$ cat src/rtl/rr_arb_pkg.sv
// Shared definitions for the round-robin register arbiter: FSM encoding and clog2 helper.
package rr_arb_pkg;

  typedef enum logic {
    StIdle  = 1'b0,
    StGrant = 1'b1
  } arb_state_e;

  function automatic int unsigned clog2(input int unsigned v);
    int unsigned r;
    r = 0;
    while ((32'd1 << r) < v) r++;
    return r;
  endfunction

endpackage

$ cat src/rtl/rr_pick.sv
// Combinational round-robin picker: first set req bit searching from ptr upward, wrapping mod N.
module rr_pick
  import rr_arb_pkg::*;
#(
  parameter int unsigned N   = 4,
  parameter int unsigned IDW = clog2(N)
) (
  input  logic [N-1:0]   req,
  input  logic [IDW-1:0] ptr,
  output logic [N-1:0]   onehot,
  output logic [IDW-1:0] idx,
  output logic           any
);

  always_comb begin
    int unsigned j;
    j      = 0;
    onehot = '0;
    idx    = '0;
    any    = 1'b0;
    for (int unsigned k = 0; k < N; k++) begin
      j = (32'(ptr) + k) % N;
      if (!any && req[j]) begin
        any       = 1'b1;
        onehot[j] = 1'b1;
        idx       = IDW'(j);
      end
    end
  end

endmodule

$ cat src/rtl/rr_reg_arbiter.sv
// Round-robin arbiter sharing one register among N requesters with a per-tenure hold limit.
// Define RR_ARB_LOCK_EN to add the lock port, which lets the grantee extend its tenure.
module rr_reg_arbiter
  import rr_arb_pkg::*;
#(
  parameter int unsigned N        = 4,
  parameter int unsigned WIDTH    = 8,
  parameter int unsigned MAX_HOLD = 4
) (
  input  logic                     clk,
  input  logic                     nreset,
  input  logic [N-1:0]             req,
  input  logic [N-1:0]             wr_en,
  input  logic [N*WIDTH-1:0]       wdata,
`ifdef RR_ARB_LOCK_EN
  input  logic [N-1:0]             lock,
`endif
  output logic [N-1:0]             gnt,
  output logic [clog2(N)-1:0]      gnt_id,
  output logic                     busy,
  output logic [WIDTH-1:0]         q
);

  localparam int unsigned IDW = clog2(N);
  localparam int unsigned HW  = (MAX_HOLD > 1) ? clog2(MAX_HOLD) : 1;
  localparam logic [HW-1:0]  HoldMax = HW'(MAX_HOLD - 1);
  localparam logic [IDW-1:0] LastId  = IDW'(N - 1);

  arb_state_e       state_q, state_d;
  logic [N-1:0]     gnt_q, gnt_d;
  logic [IDW-1:0]   id_q, id_d;
  logic [IDW-1:0]   ptr_q, ptr_d;
  logic [HW-1:0]    hold_q, hold_d;
  logic [WIDTH-1:0] data_q, data_d;

  logic [IDW-1:0]   next_id;
  logic [IDW-1:0]   pick_ptr;
  logic [N-1:0]     pick_onehot;
  logic [IDW-1:0]   pick_idx;
  logic             pick_any;
  logic             lock_hit;
  logic             cur_req;
  logic             release_now;

`ifdef RR_ARB_LOCK_EN
  assign lock_hit = |(gnt_q & lock);
`else
  assign lock_hit = 1'b0;
`endif

  assign next_id     = (id_q == LastId) ? '0 : id_q + 1'b1;
  assign cur_req     = |(gnt_q & req);
  assign release_now = !cur_req || ((hold_q == HoldMax) && !lock_hit);
  // On release the search restarts just past the outgoing grantee, so back-to-back hand-off
  // and the ptr update agree without waiting a cycle.
  assign pick_ptr    = (state_q == StGrant) ? next_id : ptr_q;

  rr_pick #(
    .N  (N),
    .IDW(IDW)
  ) u_pick (
    .req   (req),
    .ptr   (pick_ptr),
    .onehot(pick_onehot),
    .idx   (pick_idx),
    .any   (pick_any)
  );

  always_comb begin
    state_d = state_q;
    gnt_d   = gnt_q;
    id_d    = id_q;
    ptr_d   = ptr_q;
    hold_d  = hold_q;
    data_d  = data_q;

    // gnt_q is zero when idle, so only the grantee can write; a timeout-cycle write still lands.
    for (int unsigned i = 0; i < N; i++) begin
      if (gnt_q[i] && req[i] && wr_en[i]) data_d = wdata[i*WIDTH +: WIDTH];
    end

    unique case (state_q)
      StIdle: begin
        if (pick_any) begin
          state_d = StGrant;
          gnt_d   = pick_onehot;
          id_d    = pick_idx;
          hold_d  = '0;
        end
      end
      StGrant: begin
        if (release_now) begin
          ptr_d  = next_id;
          hold_d = '0;
          if (pick_any) begin
            gnt_d = pick_onehot;
            id_d  = pick_idx;
          end else begin
            state_d = StIdle;
            gnt_d   = '0;
            id_d    = '0;
          end
        end else if (hold_q != HoldMax) begin
          hold_d = hold_q + 1'b1;
        end
      end
      default: state_d = StIdle;
    endcase
  end

  always_ff @(posedge clk or negedge nreset) begin
    if (!nreset) begin
      state_q <= StIdle;
      gnt_q   <= '0;
      id_q    <= '0;
      ptr_q   <= '0;
      hold_q  <= '0;
      data_q  <= '0;
    end else begin
      state_q <= state_d;
      gnt_q   <= gnt_d;
      id_q    <= id_d;
      ptr_q   <= ptr_d;
      hold_q  <= hold_d;
      data_q  <= data_d;
    end
  end

  assign gnt    = gnt_q;
  assign gnt_id = id_q;
  assign busy   = |gnt_q;
  assign q      = data_q;

endmodule

$ cat config.mk
export PLATFORM = sky130hd
export DESIGN_NAME = rr_reg_arbiter
export DESIGN_NICKNAME = d
export VERILOG_FILES = /design/src/rtl/rr_arb_pkg.sv /design/src/rtl/rr_pick.sv /design/src/rtl/rr_reg_arbiter.sv
export SDC_FILE = /design/constraint.sdc
export NUM_CORES = 1
export LEC_CHECK = 0
export CAP_MARGIN = 5
export CORE_ASPECT_RATIO = 0.5
export CORE_MARGIN = 2
export CORE_UTILIZATION = 42
export DETAILED_ROUTE_END_ITERATION = 8
export DONT_BUFFER_PORTS = 1
export SYNTH_ARGS = -nofsm -noshare
export SYNTH_HDL_FRONTEND = slang
export SYNTH_HIERARCHICAL = 1
export SYNTH_SLANG_ARGS = --single-unit
$ cat constraint.sdc
create_clock -name clk -period 3.9 [get_ports clk]
set_input_delay 0.78 -clock clk [delete_from_list [all_inputs] [get_ports clk]]
set_output_delay 0.78 -clock clk [all_outputs]
set_load 0.02 [all_outputs]
==> results.toml <==
[drt]
top_layer = "met4"
wl_met1_mm = 1.52
route.met2.wl_mm = 1.52
wl_per_cell_um = 16.1
drc = 0
dr_wl_met3_um = 256
vias_per_cell = 6.02
detail-route-antenna-nets = 0
first_iter_violations = 47
first_pass_iters = 6
vias = 1253
drt_wl_total_mm = 3.35

[sta]
period_minus_slack_ns = 3.19
setup_viol = 0
timing.slew.headroom_pct = 63.3
fin_worst_skew_ns = 0.00112
setup_tns_ns = 0
rsz0062_at_grt = "false"
min_period_over_period_pct = 81.7
finalHoldViolCount = 0
tightest_slew_ns = 0.549
fmaxAchievable_mhz = 314
drv_slew = 0

[placement]
dp_hpwl_mm = 2.56
placed_cell_area_um2 = 1480
place_congestion = 0.816
io_buffers = 0

[clock_tree]
numCtsBuffers = 3
cts_hold_buf = 0
cts-root-buf = "clkbuf_8"
clockBufferDepth = 2
clkLatencyLatePin_ns = 0.26
post-cts-setup-buffers = 0
cts_tree = "done"
cts_sinks = 19
path_clk_slew_ns = 0.07
htree_num_levels = 1
cts_resized = 0

[power]
leakage_nw = 0.610
power_mw = 1.72
ir_worst_vdd_mv = 0.451
p_per_area_nw_per_um2 = 1130

[synthesis]
yosys_warnings = 6
syn-num-nets = 210
synth_top_area_share_pct = 32.2
synth_edf_count = 0
yosysTopAreaCell = "dfrtp_1"
synthTopCellsByArea = "dfrtp_1 (32%), nand2_1 (8.9%), ha_1 (5.9%), o21ai_0 (5.4%), o22a_1 (4.7%)"
synth-seq-area-share_pct = 32.2
syn_avg_cell_area_um2 = 9.17
synth-seq-cells = 19
syn_inst = 161
synth_area_um2 = 1480
synthFlopType = "dfrtp_1"
async_flop_share_pct = 100
yosysUniqueCellTypes = 37

[critical_path]
worstPathCellList = "ha_1 -> nor2_1 -> mux2_2 -> inv_1 -> ha_1 -> mux4_2 -> nor3_1 -> nand2b_1 -> o21ai_1 -> a22o_1"
end_kind = "register"
critPathLaunchType = "register"
critPathRequiredTime_ns = 4.10
critPathSlowestCell = "dfrtp_1"
crit_fanout = 13
rrSetupSlack_ns = 0.71
cp_common_cell = "ha_1"
worstPathArrival_ns = 3.38
path_class = "reg2reg"
cp_slowest_stage_delay_ns = 0.48

[grt]
grt.total_usage_pct = 18.1
first_global_vias = 1141
grt.overflow.total = 0
grt_pass1_wl_mm = 5.45
grt_max_degree = 20
antenna_found_initial = 0

[layout]
nNetsFinal = 207
layout-drive-gt1-share_pct = 9.55
fin_area_um2 = 1530
diodes = 0
syn_to_final_growth_pct = 3.39

[run]
drv_cap = 0

[die]
die_w_um = 87.9
fp.dieH_um = 45.9
dieArea_um2 = 4030
rows = 15
initial_core_util_pct = 43.5
core_area_um2 = 3400
ios = 57

[hold_path]
hp-class = "in2async"

[status]
outcome = "complete, no violations"
critical path, delay by kind of cell (launching register included):
kind | cells | cell delay, ns
mux | 2 | 0.81
flops | 1 | 0.48
compound gates | 2 | 0.58
fa+ha+maj | 2 | 0.59
buf+inv | 1 | 0.11
simple gates | 3 | 0.54
power by group:
group / internal (mW) / switching, mW
clock: 0.0727 / 0.0635
sequential: 0.295 / 0.161
combinational: 0.526 / 0.602
logic make-up (layout without fill, tap and decap cells):
logic type                 after synthesis  in the layout  share of synthesized area, %
AOI/OAI and AO/OA                       54             54                          25.9
adders and majority gates                7              7                          5.93
buffers and inverters                   13              9                          5.25
DFF                                     19             19                          32.2
muxes                                   11             11                          11.8
and+or+nand+nor                         57             57                          18.9
Yosys cell counts (all sizes together), types with 2 or more instances:
| cell | instances |
|---|---|
| nand2 | 35 |
| clkbuf | 2 |
| inv | 5 |
| nand2b | 2 |
| and3 | 2 |
| nand3 | 4 |
| ha | 7 |
| a22oi | 8 |
| mux2i | 2 |
| dfrtp | 19 |
| a31oi | 8 |
| mux2 | 5 |
| mux4 | 4 |
| a22o | 8 |
| o21ai | 17 |
| o211ai | 2 |
| buf | 6 |
| o22a | 8 |
| nor2 | 5 |
area by class of cell:
class	count	area, um2
Tap cell	51	63.8
Sequential cell	19	475
Clock buffer	4	45.0
Fill cell	336	1870
Multi-Input combinational cell	129	923
Inverter	5	18.8
layer usage:
layer	global-route usage (%)	vias to the layer above
li1	-	598
met1	24.5	604
met2	28.9	47
met3	4.17	4
met4	6.15	0
met5	0	-
final timing paths:
path	from	endpoint	cells past startpoint
worst max-delay path	gnt_id[0]	gnt_id[1]	10
worst min-delay path	nreset	q[3]	0
worst max register to register	gnt_id[0]	gnt_id[1]	10
worst min register to register	hold_q[1]	hold_q[1]	2
max in group asynchronous	nreset	state_q	0
min in group clk	hold_q[1]	hold_q[1]	2
sequential cells by signal, summed over array words and instances, names as in the netlist:
name     count
ptr_q        2
q            8
gnt          4
hold_q       2
state_q      1
gnt_id       2
placed cells by master, fill, tap and decap left out:
master    instances
or4_1             1
and2b_2           1
a22o_1            7
o221ai_1          1
nor4b_4           1
and3_1            2
a22oi_1           8
nand3_1           4
a31oi_1           8
o22a_1            8
nor2b_1           1
nor2_1            5
and2_1            1
a22o_2            1
o211ai_2          1
dfrtp_1          19
mux2_2            5
inv_1             5
nand2b_1          2
nand2_1          35
o21ai_1           1
mux2i_1           2
nand4_2           1
clkbuf_1          1
nor4_1            1
clkbuf_8          3
nor3_1            1
mux4_2            2
a32o_1            1
ha_1              7
o21ai_0          16
or2b_1            1
o31ai_1           1
o211ai_1          1
mux4_1            2
metrics by stage:
stage               hold WS (ns)  util, %  setup WS (ns)  cells
global route               0.194     44.9          0.447    208
detailed placement         0.485     43.6          0.739    204
floorplan                  0.454        -          0.992    161
finish                     0.211     44.9          0.715    208
global placement           0.480     43.6          0.757    204
CTS                        0.205     44.9          0.703    208
Note: power is estimated with default switching activity, not from simulation.
